### src/rtl/uart_tx_frame.sv
// uart_tx_frame: parametrised UART transmitter, LSB-first data, optional
// even/odd parity, one or two stop bits, one-cycle completion pulse.
// Optional feature macro: UART_TX_BREAK_EN adds BREAK_I and a break state.
// Ports:
//   PCLK, RESET  clock and synchronous active-high reset
//   DATA_TX_I    character to send (DATA_W bits), latched on accept
//   WORK_FR      bit time minus one in PCLK cycles, latched on accept
//   PARITY_MODE  00/11 none, 01 even, 10 odd, latched on accept
//   STOP2        1 selects two stop bits, latched on accept
//   START        level request, accepted only while READY_TX=1
//   BREAK_I      break request (UART_TX_BREAK_EN only)
//   TX_O         registered serial line, idle high
//   READY_TX     idle indicator
//   TX_DONE      pulse during the final cycle of the last stop bit
module uart_tx_frame #(
   parameter int unsigned DATA_W = 8,
   parameter int unsigned DIV_W  = 12
) (
   input  logic              PCLK,
   input  logic              RESET,
   input  logic [DATA_W-1:0] DATA_TX_I,
   input  logic [DIV_W-1:0]  WORK_FR,
   input  logic [1:0]        PARITY_MODE,
   input  logic              STOP2,
   input  logic              START,
`ifdef UART_TX_BREAK_EN
   input  logic              BREAK_I,
`endif
   output logic              TX_O,
   output logic              READY_TX,
   output logic              TX_DONE
);

   localparam int unsigned IDX_W = $clog2(DATA_W);

`ifdef UART_TX_BREAK_EN
   typedef enum logic [2:0] {
      S_IDLE = 3'd0, S_START = 3'd1, S_DATA = 3'd2, S_PARITY = 3'd3,
      S_STOP1 = 3'd4, S_STOP2 = 3'd5, S_BRK = 3'd6, S_BRK_IDLE = 3'd7
   } state_t;
`else
   typedef enum logic [2:0] {
      S_IDLE = 3'd0, S_START = 3'd1, S_DATA = 3'd2, S_PARITY = 3'd3,
      S_STOP1 = 3'd4, S_STOP2 = 3'd5
   } state_t;
`endif

   state_t            state;
   logic [DIV_W-1:0]  cnt;
   logic [IDX_W-1:0]  idx;
   logic [DATA_W-1:0] data_l;
   logic [DIV_W-1:0]  wfr_l;
   logic [1:0]        par_l;
   logic              stop2_l;

   logic              bit_end;
   logic              cnt_almost;
   logic              par_en;
   logic              par_bit;
   logic              last_stop;
   logic              wfr_zero;
   logic [IDX_W-1:0]  idx_nxt;

   // Bit-timing and frame-shape decodes from the latched configuration
   assign bit_end    = (cnt == wfr_l);
   assign cnt_almost = ((cnt + DIV_W'(1)) == wfr_l);
   assign wfr_zero   = (wfr_l == '0);
   assign par_en     = (par_l == 2'b01) || (par_l == 2'b10);
   assign par_bit    = par_l[1] ? ~^data_l : ^data_l;
   assign last_stop  = (state == S_STOP2) || ((state == S_STOP1) && !stop2_l);
   assign idx_nxt    = idx + IDX_W'(1);

   // Frame sequencer; TX_DONE is set one edge early so it lines up with the
   // final cycle of the last stop bit (entry-time set covers WORK_FR=0)
   always_ff @(posedge PCLK) begin
      if (RESET) begin
         state    <= S_IDLE;
         cnt      <= '0;
         idx      <= '0;
         data_l   <= '0;
         wfr_l    <= '0;
         par_l    <= '0;
         stop2_l  <= 1'b0;
         TX_O     <= 1'b1;
         READY_TX <= 1'b1;
         TX_DONE  <= 1'b0;
      end else begin
         if (bit_end) cnt <= '0;
         else         cnt <= cnt + DIV_W'(1);
         TX_DONE <= last_stop && !bit_end && cnt_almost;

         case (state)
            S_IDLE: begin
               cnt      <= '0;
               idx      <= '0;
               TX_O     <= 1'b1;
               READY_TX <= 1'b1;
`ifdef UART_TX_BREAK_EN
               if (BREAK_I) begin
                  state    <= S_BRK;
                  TX_O     <= 1'b0;
                  READY_TX <= 1'b0;
               end else
`endif
               if (START) begin
                  state    <= S_START;
                  data_l   <= DATA_TX_I;
                  wfr_l    <= WORK_FR;
                  par_l    <= PARITY_MODE;
                  stop2_l  <= STOP2;
                  TX_O     <= 1'b0;
                  READY_TX <= 1'b0;
               end
            end
            S_START: begin
               if (bit_end) begin
                  state <= S_DATA;
                  TX_O  <= data_l[0];
               end
            end
            S_DATA: begin
               if (bit_end) begin
                  if (idx == IDX_W'(DATA_W - 1)) begin
                     idx <= '0;
                     if (par_en) begin
                        state <= S_PARITY;
                        TX_O  <= par_bit;
                     end else begin
                        state   <= S_STOP1;
                        TX_O    <= 1'b1;
                        TX_DONE <= wfr_zero && !stop2_l;
                     end
                  end else begin
                     idx  <= idx_nxt;
                     TX_O <= data_l[idx_nxt];
                  end
               end
            end
            S_PARITY: begin
               if (bit_end) begin
                  state   <= S_STOP1;
                  TX_O    <= 1'b1;
                  TX_DONE <= wfr_zero && !stop2_l;
               end
            end
            S_STOP1: begin
               if (bit_end) begin
                  if (stop2_l) begin
                     state   <= S_STOP2;
                     TX_DONE <= wfr_zero;
                  end else begin
                     state    <= S_IDLE;
                     READY_TX <= 1'b1;
                  end
               end
            end
            S_STOP2: begin
               if (bit_end) begin
                  state    <= S_IDLE;
                  READY_TX <= 1'b1;
               end
            end
`ifdef UART_TX_BREAK_EN
            S_BRK: begin
               cnt     <= '0;
               TX_DONE <= 1'b0;
               if (BREAK_I) begin
                  TX_O <= 1'b0;
               end else begin
                  // one idle bit time at the current divisor before re-arming
                  state <= S_BRK_IDLE;
                  wfr_l <= WORK_FR;
                  TX_O  <= 1'b1;
               end
            end
            S_BRK_IDLE: begin
               TX_DONE <= 1'b0;
               if (bit_end) begin
                  state    <= S_IDLE;
                  READY_TX <= 1'b1;
               end
            end
`endif
            default: begin
               state    <= S_IDLE;
               cnt      <= '0;
               idx      <= '0;
               TX_O     <= 1'b1;
               READY_TX <= 1'b1;
               TX_DONE  <= 1'b0;
            end
         endcase
      end
   end

endmodule

### config.mk
export PLATFORM = sky130hd
export DESIGN_NAME = uart_tx_frame
export DESIGN_NICKNAME = d
export VERILOG_FILES = /design/src/rtl/uart_tx_frame.sv
export SDC_FILE = /design/constraint.sdc
export NUM_CORES = 1
export LEC_CHECK = 0
export CAP_MARGIN = 20
export CORE_ASPECT_RATIO = 2
export CORE_MARGIN = 5
export CORE_UTILIZATION = 55
export DETAILED_ROUTE_END_ITERATION = 8
export PLACE_DENSITY = 0.79
export SLEW_MARGIN = 20
export SYNTH_ARGS = -nofsm -noshare
export SYNTH_HDL_FRONTEND = slang
export SYNTH_SLANG_ARGS = --single-unit
### constraint.sdc
create_clock -name PCLK -period 2.3 [get_ports PCLK]
set_input_delay 0.575 -clock PCLK [delete_from_list [all_inputs] [get_ports PCLK]]
set_output_delay 0.575 -clock PCLK [all_outputs]
set_load 0.005 [all_outputs]
---- Word-level counts from Yosys, hierarchy flattened ----
Index checks and enable logic that the tools add are counted.
word-level totals
  register bits ........................... 44
  bits of input ports ..................... 26
  output and inout port bits .............. 3
cells by class
  add/subtract/negate cells ............... 2
  magnitude comparators ................... 1
  equality and inequality tests ........... 18
  multiplexer cells ....................... 33
  bitwise logic cells ..................... 4
  reduce and logical (&&, ||, !) cells .... 23
operators with widths
  cell                     count
  $mux W3                  11
  $eq A12 B12 Y1           2
  $pmux W3 S6              1
  $mux W1                  16
  $ne A2 B2 Y1 const B     8
  $add A12 B1 Y12 const B  1
  $logic_not A12 Y1        1
  $eq A3 B3 Y1 const B     3
  $reduce_or A3 Y1         3
  $pmux W1 S4              2
  $reduce_and A4 Y1        2
  $reduce_xnor A8 Y1       1
  $reduce_xor A8 Y1        1
  $reduce_and A7 Y1        1
  $eq A3 B2 Y1 const B     2
  $pmux W3 S2              1
  $pmux W1 S5              1
  $reduce_or A5 Y1         1
  $logic_and A1 B1 Y1      4
  $lt A3 B4 Y1 const B     1
  $not A1 Y1               4
  $reduce_and A2 Y1        2
  $reduce_or A4 Y1         1
  $add A3 B1 Y3 const B    1
  8 further kinds          10

---- Logic depth before layout (Yosys ltp) ----
Gate-level depths: netlist of the first run.
  depth in word-level cells ............... 9
  depth in mapped cells ................... 8
  depth with buffers taken out ............ 7

---- Worst setup path before layout of the first run ----
OpenSTA, ideal clock, no wires.
  path type ............................... register to register
  from .................................... reg idx[0]
  to ...................................... reg TX_O
  data arrival time ....................... 1.598 ns
  required time ........................... 2.179 ns
  slack ................................... 0.582 ns
  cell stages (with the launch flop) ...... 7
  path buffers ............................ 0
  cell sequence ........................... dfxtp_1 > ha_1 > mux4_2 > mux2i_1 > o211ai_1 > a41oi_1 > a21oi_1
between the ends
  word-level cells in the longest chain between the ends .. 6
  elaborated cells on any way between the ends .. 7
ends and longest elaborated chain
  what                           RTL line  text
  start, declared                50        logic [IDX_W-1:0] idx;
  start signal, assigned         134       idx <= idx_nxt;
  $add A3 B1 Y3                  71        assign idx_nxt = idx + IDX_W'(1);
  $bmux W1 S3                    135       TX_O <= data_l[idx_nxt];
  $mux W1 (not written as such)  135
  $mux W1 (*)                    123       if (idx == IDX_W'(DATA_W - 1)) begin
  $mux W1 (*)                    122       if (bit_end) begin
  $pmux W1 S5 (*)                92        case (state)
  end signal, assigned           118       TX_O <= data_l[0];
  end signal, assigned           127       TX_O <= par_bit;
  end signal, assigned           135
  end, declared                  29        output logic TX_O,
Mark *: on every way between the ends. The rest lies on a longest branch, timed or not. The select of a mux whose other input is x is not followed.
A chain may end at the register's enable or synchronous reset.

---- Worst setup path in the final report of the first run ----
  from .................................... reg cnt[0]
  to ...................................... reg TX_DONE
between the ends
  word-level cells in the longest chain between the ends .. 8
  elaborated cells on any way between the ends .. 13
ends and longest elaborated chain
  what                                                     RTL line  text
  start, declared                                          49        logic [DIV_W-1:0] cnt;
  start signal, assigned                                   89        else cnt <= cnt + DIV_W'(1);
  branches (longest 7 deep; another with $add A12 B1 Y12)  -
  $pmux W1 S4 (*)                                          92
  end signal, assigned                                     90        TX_DONE <= last_stop && !bit_end && cnt_almost;
  end signal, assigned                                     131       TX_DONE <= wfr_zero && !stop2_l;
  end signal, assigned                                     143       TX_DONE <= wfr_zero && !stop2_l;
  end, declared                                            31        output logic TX_DONE
Every way passes the cells marked *.

==> results.cfg, run 1 <==
[run_status]
status = finished clean

[global_routing]
grtUsageMet2 = 0.377
use_met1 = 0.193
grt_util_met3 = 0.0240
grt_pass1_vias = 1984
antenna_found_initial = 0
grt_max_degree = 30
grt.busiest_layer = met2
grtUsageTotal = 0.195
grt-ovfl-total = 0
grt_pass1_wl_um = 8900

[detailed_routing]
drt_iter0_drc = 59
dr.pass1.iters = 4
drc = 0
via_per_inst = 5.59
postRouteAntennaNets = 0
wl_per_cell_um = 14.4
wl_um = 5280
num_vias = 2046

[hold_path]
hold_depth = 2
hold_class = reg -> reg
min_to = idx[1]
min_from = idx[1]

[timing]
finalSetupViolCount = 0
tightest_slew_ps = 557
hold_viol = 0
clock.fmax_ghz = 0.501
period_share = 0.868
rsz0062_at_grt = false
slew_headroom = 0.625
finalCriticalPeriod_ps = 2000
hold-worst-slack_ps = 481
timing.final.max_slew_violations = 0
tns_ps = 0
skew_ps = 7.42

[clock_tree]
clock_path_buffers = 2
cts_tree = built
cts_made_buffers = 5
ctsRootBufferMaster = clkbuf_8
clock-sinks = 44
cts_resized = 0
htree_num_levels = 2
cts_setup_buffers = 0
clk_latency_ps = 290
holdBufCountCts = 0
clkTransAtPathRegs_ps = 80

[power]
pwr-share-seq = 0.410
p_leak_nw = 1.02
combinationalPowerShare = 0.398
switching_share = 0.381
power.switching_mw = 0.975
ir_drop_v = 0.000628
clkPwrFrac = 0.192
internal-power_mw = 1.59
power_density_mw_per_mm2 = 940

[die]
die_w_um = 56.1
dieArea_mm2 = 0.00573
io_pins = 29
die_h_um = 102
core-area_mm2 = 0.00413
rows = 33
floorplan.initialDensity = 0.566

[setup_path]
startpoint_type = register
path_class = reg -> reg
max_stage_delay_ps = 430
worstPathCellList = ha_1, and4_1, nand4_1, xor2_1, xor2_1, o2111ai_1, o31ai_1
crit_slowest_cell = dfxtp_1
cp_max_fo = 5
r2r_slack_ps = 300
r2r_cells = 7
rr_endpoint = TX_DONE
r2r-start = cnt[0]
cp.arrival_ps = 2210
worstSetupEndpointType = register
required_ps = 2510
cp_common_cell = xor2_1

[place]
dp_hpwl_um = 4080
place_congestion = 0.905
port_buffers = 28

[final_layout]
final_common_cell = nand2_1
layout_common_cells = 56 x nand2_1, 44 x dfxtp_1, 33 x a21oi_1
antenna_cells = 0
n_fill_cell = 348
area_delta_synth_final_pct = 16.7
drive_above_1_share = 0.0605
nNetsFinal = 342

[yosys]
async_flop_share = 0
synth_edf_count = 0
synth.distinct_cells = 47
syn_area_mm2 = 0.00234
yosys_warnings = 0
syn_area_per_cell_um2 = 8.08
synth_ff_type = dfxtp_1
synth_seq_area_share = 0.377
syn_nets = 318
netlist.area_leader.share = 0.377
ys_ff_latch = 44
synth.area.top_cells = dfxtp_1 38%, nand2_1 9.0%, xor2_1 7.5%
synth_top_area_cell = dfxtp_1
syn-instance-count = 289

[job]
cap_violations = 0
## per-stage QoR
step	instance area, um^2	util	setup WS, ps	std cells	total power [mW]
after CTS	2730	0.660	288	366	2.58
after detailed placement	2630	0.638	316	358	2.09
after global placement	2630	0.638	327	358	2.07
after global routing	2730	0.660	101	366	2.74
final	2730	0.660	303	366	2.56
after floorplan	2340	-	582	289	1.82
## cells in the mapped netlist, types with 2 or more instances
library cell   n
nor4_1         7
inv_1          5
a21oi_1       33
o31ai_1        3
ha_1           3
nand4_1        4
clkbuf_1       8
dfxtp_1       44
nor3_1         7
nand2b_1       4
nand3b_1       3
nor2b_1        3
nand3_1        7
nand2_1       56
nor2_1        24
mux4_2         2
o21ai_0        4
buf_6          2
xnor2_1       18
mux2i_1        3
buf_2          4
xor2_1        20
## kinds of logic after synthesis
family	Yosys count	synth area share
adder cells (fa/ha/maj)	3	0.0161
XOR/XNOR	38	0.142
flip-flops	44	0.377
AND/OR/NAND/NOR	124	0.250
AO/OA/AOI/OAI	55	0.141
multiplexers	5	0.0321
buffers and inverters	20	0.0412
## layer usage
metal	routed length, um	part of all wire	vias to the layer above
met5	0	0	-
met4	254	0.048	0
met3	159	0.030	18
met2	2980	0.56	51
met1	1890	0.36	937
li1	-	-	1040
## worst max path at each step
stage,from,endpoint,slack (ps),depth (start not counted)
floorplan,idx[0],TX_O,580,6
global placement,cnt[0],TX_DONE,330,7
detailed placement,cnt[0],TX_DONE,320,7
CTS,cnt[0],TX_DONE,290,7
global route,cnt[0],TX_DONE,100,7
finish,cnt[0],TX_DONE,300,7
## state kept, by name, indices dropped and copies added (netlist names), 2 cells and up
register and count:
idx 3, par_l 2, state 3, cnt 12, wfr_l 12, data_l 8
## power by group through the flow
| stage | Sequential, mW | Clock, mW | Combinational [mW] |
|---|---|---|---|
| after floorplan | 0.992 | 0 | 0.833 |
| after global placement | 1.06 | 0 | 1.01 |
| after detailed placement | 1.07 | 0 | 1.02 |
| after CTS | 1.05 | 0.510 | 1.03 |
| after global routing | 1.07 | 0.539 | 1.13 |
| final | 1.05 | 0.492 | 1.02 |
## critical path, delay by kind of cell (launching register included)
family | cells | cell delay [ps]
xor gates and xnor gates | 2 | 460
and+or+nand+nor | 2 | 440
AOI/OAI and AO/OA | 2 | 360
adders and majority gates | 1 | 240
DFF | 1 | 430
## final cells by class
type / count / area, um^2 / area share
Sequential cell: 44 / 881 / 0.323
Inverter: 5 / 18.8 / 0.00688
Timing Repair Buffer: 32 / 310 / 0.114
Tap cell: 52 / 65.1 / 0.0239
Multi-Input combinational cell: 225 / 1360 / 0.498
Clock inverter: 2 / 10.0 / 0.00367
Clock buffer: 6 / 82.6 / 0.0303
(Power assumes the default switching activity.)
==> inputs of run 2 (changes only) <==
- clock period: 2.3 -> 2 ns (I/O delays scaled with it)
==> results.cfg, run 2 (synthesis gave the netlist of run 1 again) <==
[run_status]
status = finished clean

[setup_path]
crit_slowest_cell = dfxtp_1
worstSetupEndpointType = register
startpoint_type = register
cp.buffers_inverters = 0
cp_max_fo = 4
path_class = reg -> reg
required_ps = 2230
worstPathCellList = ha_2, and4_1, nand4_1, xor2_2, xor2_1, o2111ai_1, o31ai_1
max_stage_delay_ps = 390
path_delay_family = simple AND/OR/NAND/NOR gates
cp.arrival_ps = 2080

[clock_tree]
ctsRootBufferMaster = clkbuf_8
cts_tree = built
cts_made_buffers = 5
clk_latency_ps = 310
htree_num_levels = 2
clock_path_buffers = 2
clkTransAtPathRegs_ps = 90
clock-sinks = 44

[final_layout]
postLayoutCoreUtil = 0.680
final_common_cell = nand2_1
area_delta_synth_final_pct = 20.2
nNetsFinal = 348
drive_above_1_share = 0.0938
antenna_cells = 0
reg_top3 = cnt: 12 flops, wfr_l: 12 flops, data_l: 8 flops
layout_common_cells = 56 x nand2_1, 42 x dfxtp_1, 33 x a21oi_1
fin_cells = 372
postLayoutCellArea_mm2 = 0.00281

[timing]
period_share = 0.928
skew_ps = 14.7
clock.fmax_ghz = 0.539
hold_viol = 0
finalSetupViolCount = 0
timing.final.max_slew_violations = 0
worst_slack_ps = 144
hold-worst-slack_ps = 472
tightest_slew_ps = 536
tns_ps = 0
finalCriticalPeriod_ps = 1860
slew_headroom = 0.640

[place]
port_buffers = 28
dpl_cell_area_mm2 = 0.00269
dp_slack_ps = 55.0
place_congestion = 0.850
dp.cells = 364
dp_hpwl_um = 4050

[die]
io_pins = 29
dieArea_mm2 = 0.00573
rows = 33
core-area_mm2 = 0.00413
die_h_um = 102
die_w_um = 56.1
floorplan.initialDensity = 0.566

[power]
ir_drop_v = 0.000770
p_leak_nw = 1.04
finalPower_mw = 3.00
power_density_mw_per_mm2 = 1070

[global_routing]
grt_pass1_vias = 1987
grt-ovfl-total = 0
grtUsageTotal = 0.199
grt_max_degree = 32
grt_pass1_wl_um = 8960
antenna_found_initial = 0

[detailed_routing]
drt_iter0_drc = 48
postRouteAntennaNets = 0
num_vias = 2084
wl_um = 5390
wl_per_cell_um = 14.5
via_per_inst = 5.60
dr.pass1.iters = 4
drc = 0

[job]
cap_violations = 0

[hold_path]
hold_class = reg -> reg
run 2: cell count changes in the layout (fill, tap and decap cells not counted), sizes merged:
| cell | previous run | this run |
|---|---|---|
| buf | 4 | 10 |
| clkbuf | 6 | 5 |
| clkinv | 2 | 1 |
| clkinvlp | 0 | 2 |
run 2: routing by layer:
layer | track usage | vias up | wire, um
li1 | - | 1052 | -
met1 | 0.189 | 973 | 2020
met2 | 0.389 | 42 | 3000
met3 | 0.0291 | 17 | 144
met4 | 0.124 | 0 | 229
met5 | 0 | - | 0
run 2: worst paths after layout:
check             startpoint  endpoint  slack (ps)  depth (start not counted)
setup / recovery      cnt[1]   TX_DONE         140                          7
hold / removal        cnt[0]    cnt[0]         470                          1
setup reg to reg      cnt[1]   TX_DONE         140                          7
hold reg to reg       cnt[0]    cnt[0]         470                          1
run 2: cell type report:
type / instances / area [um^2]
fillers: 352 / 1320
clock inverters: 3 / 23.8
flip-flops and latches: 44 / 883
inverters: 5 / 18.8
multi-input cells: 225 / 1380
well taps: 52 / 65.1
clock buffers: 5 / 68.8
repair buffers: 38 / 368
run 2: power breakdown:
group          internal (mW)  total [mW]  switching, mW  leakage (nW)
Sequential              1.02        1.16          0.148         0.360
Combinational          0.583        1.27          0.691         0.641
Clock                  0.247       0.567          0.320        0.0404
run 2: worst reg2reg max path: cells and delay by family, from the launching register on:
kind | cells | cell delay (ps)
compound gates | 2 | 360
fa+ha+maj | 1 | 220
xor+xnor | 2 | 390
flops | 1 | 390
simple gates | 2 | 420
run 2: timing repair:
item                                    in CTS  in global routing
buffers inserted                             0                  0
endpoints found under the setup margin       0                  2
resized for setup                            0                  5
hold buffers                                 0                  0
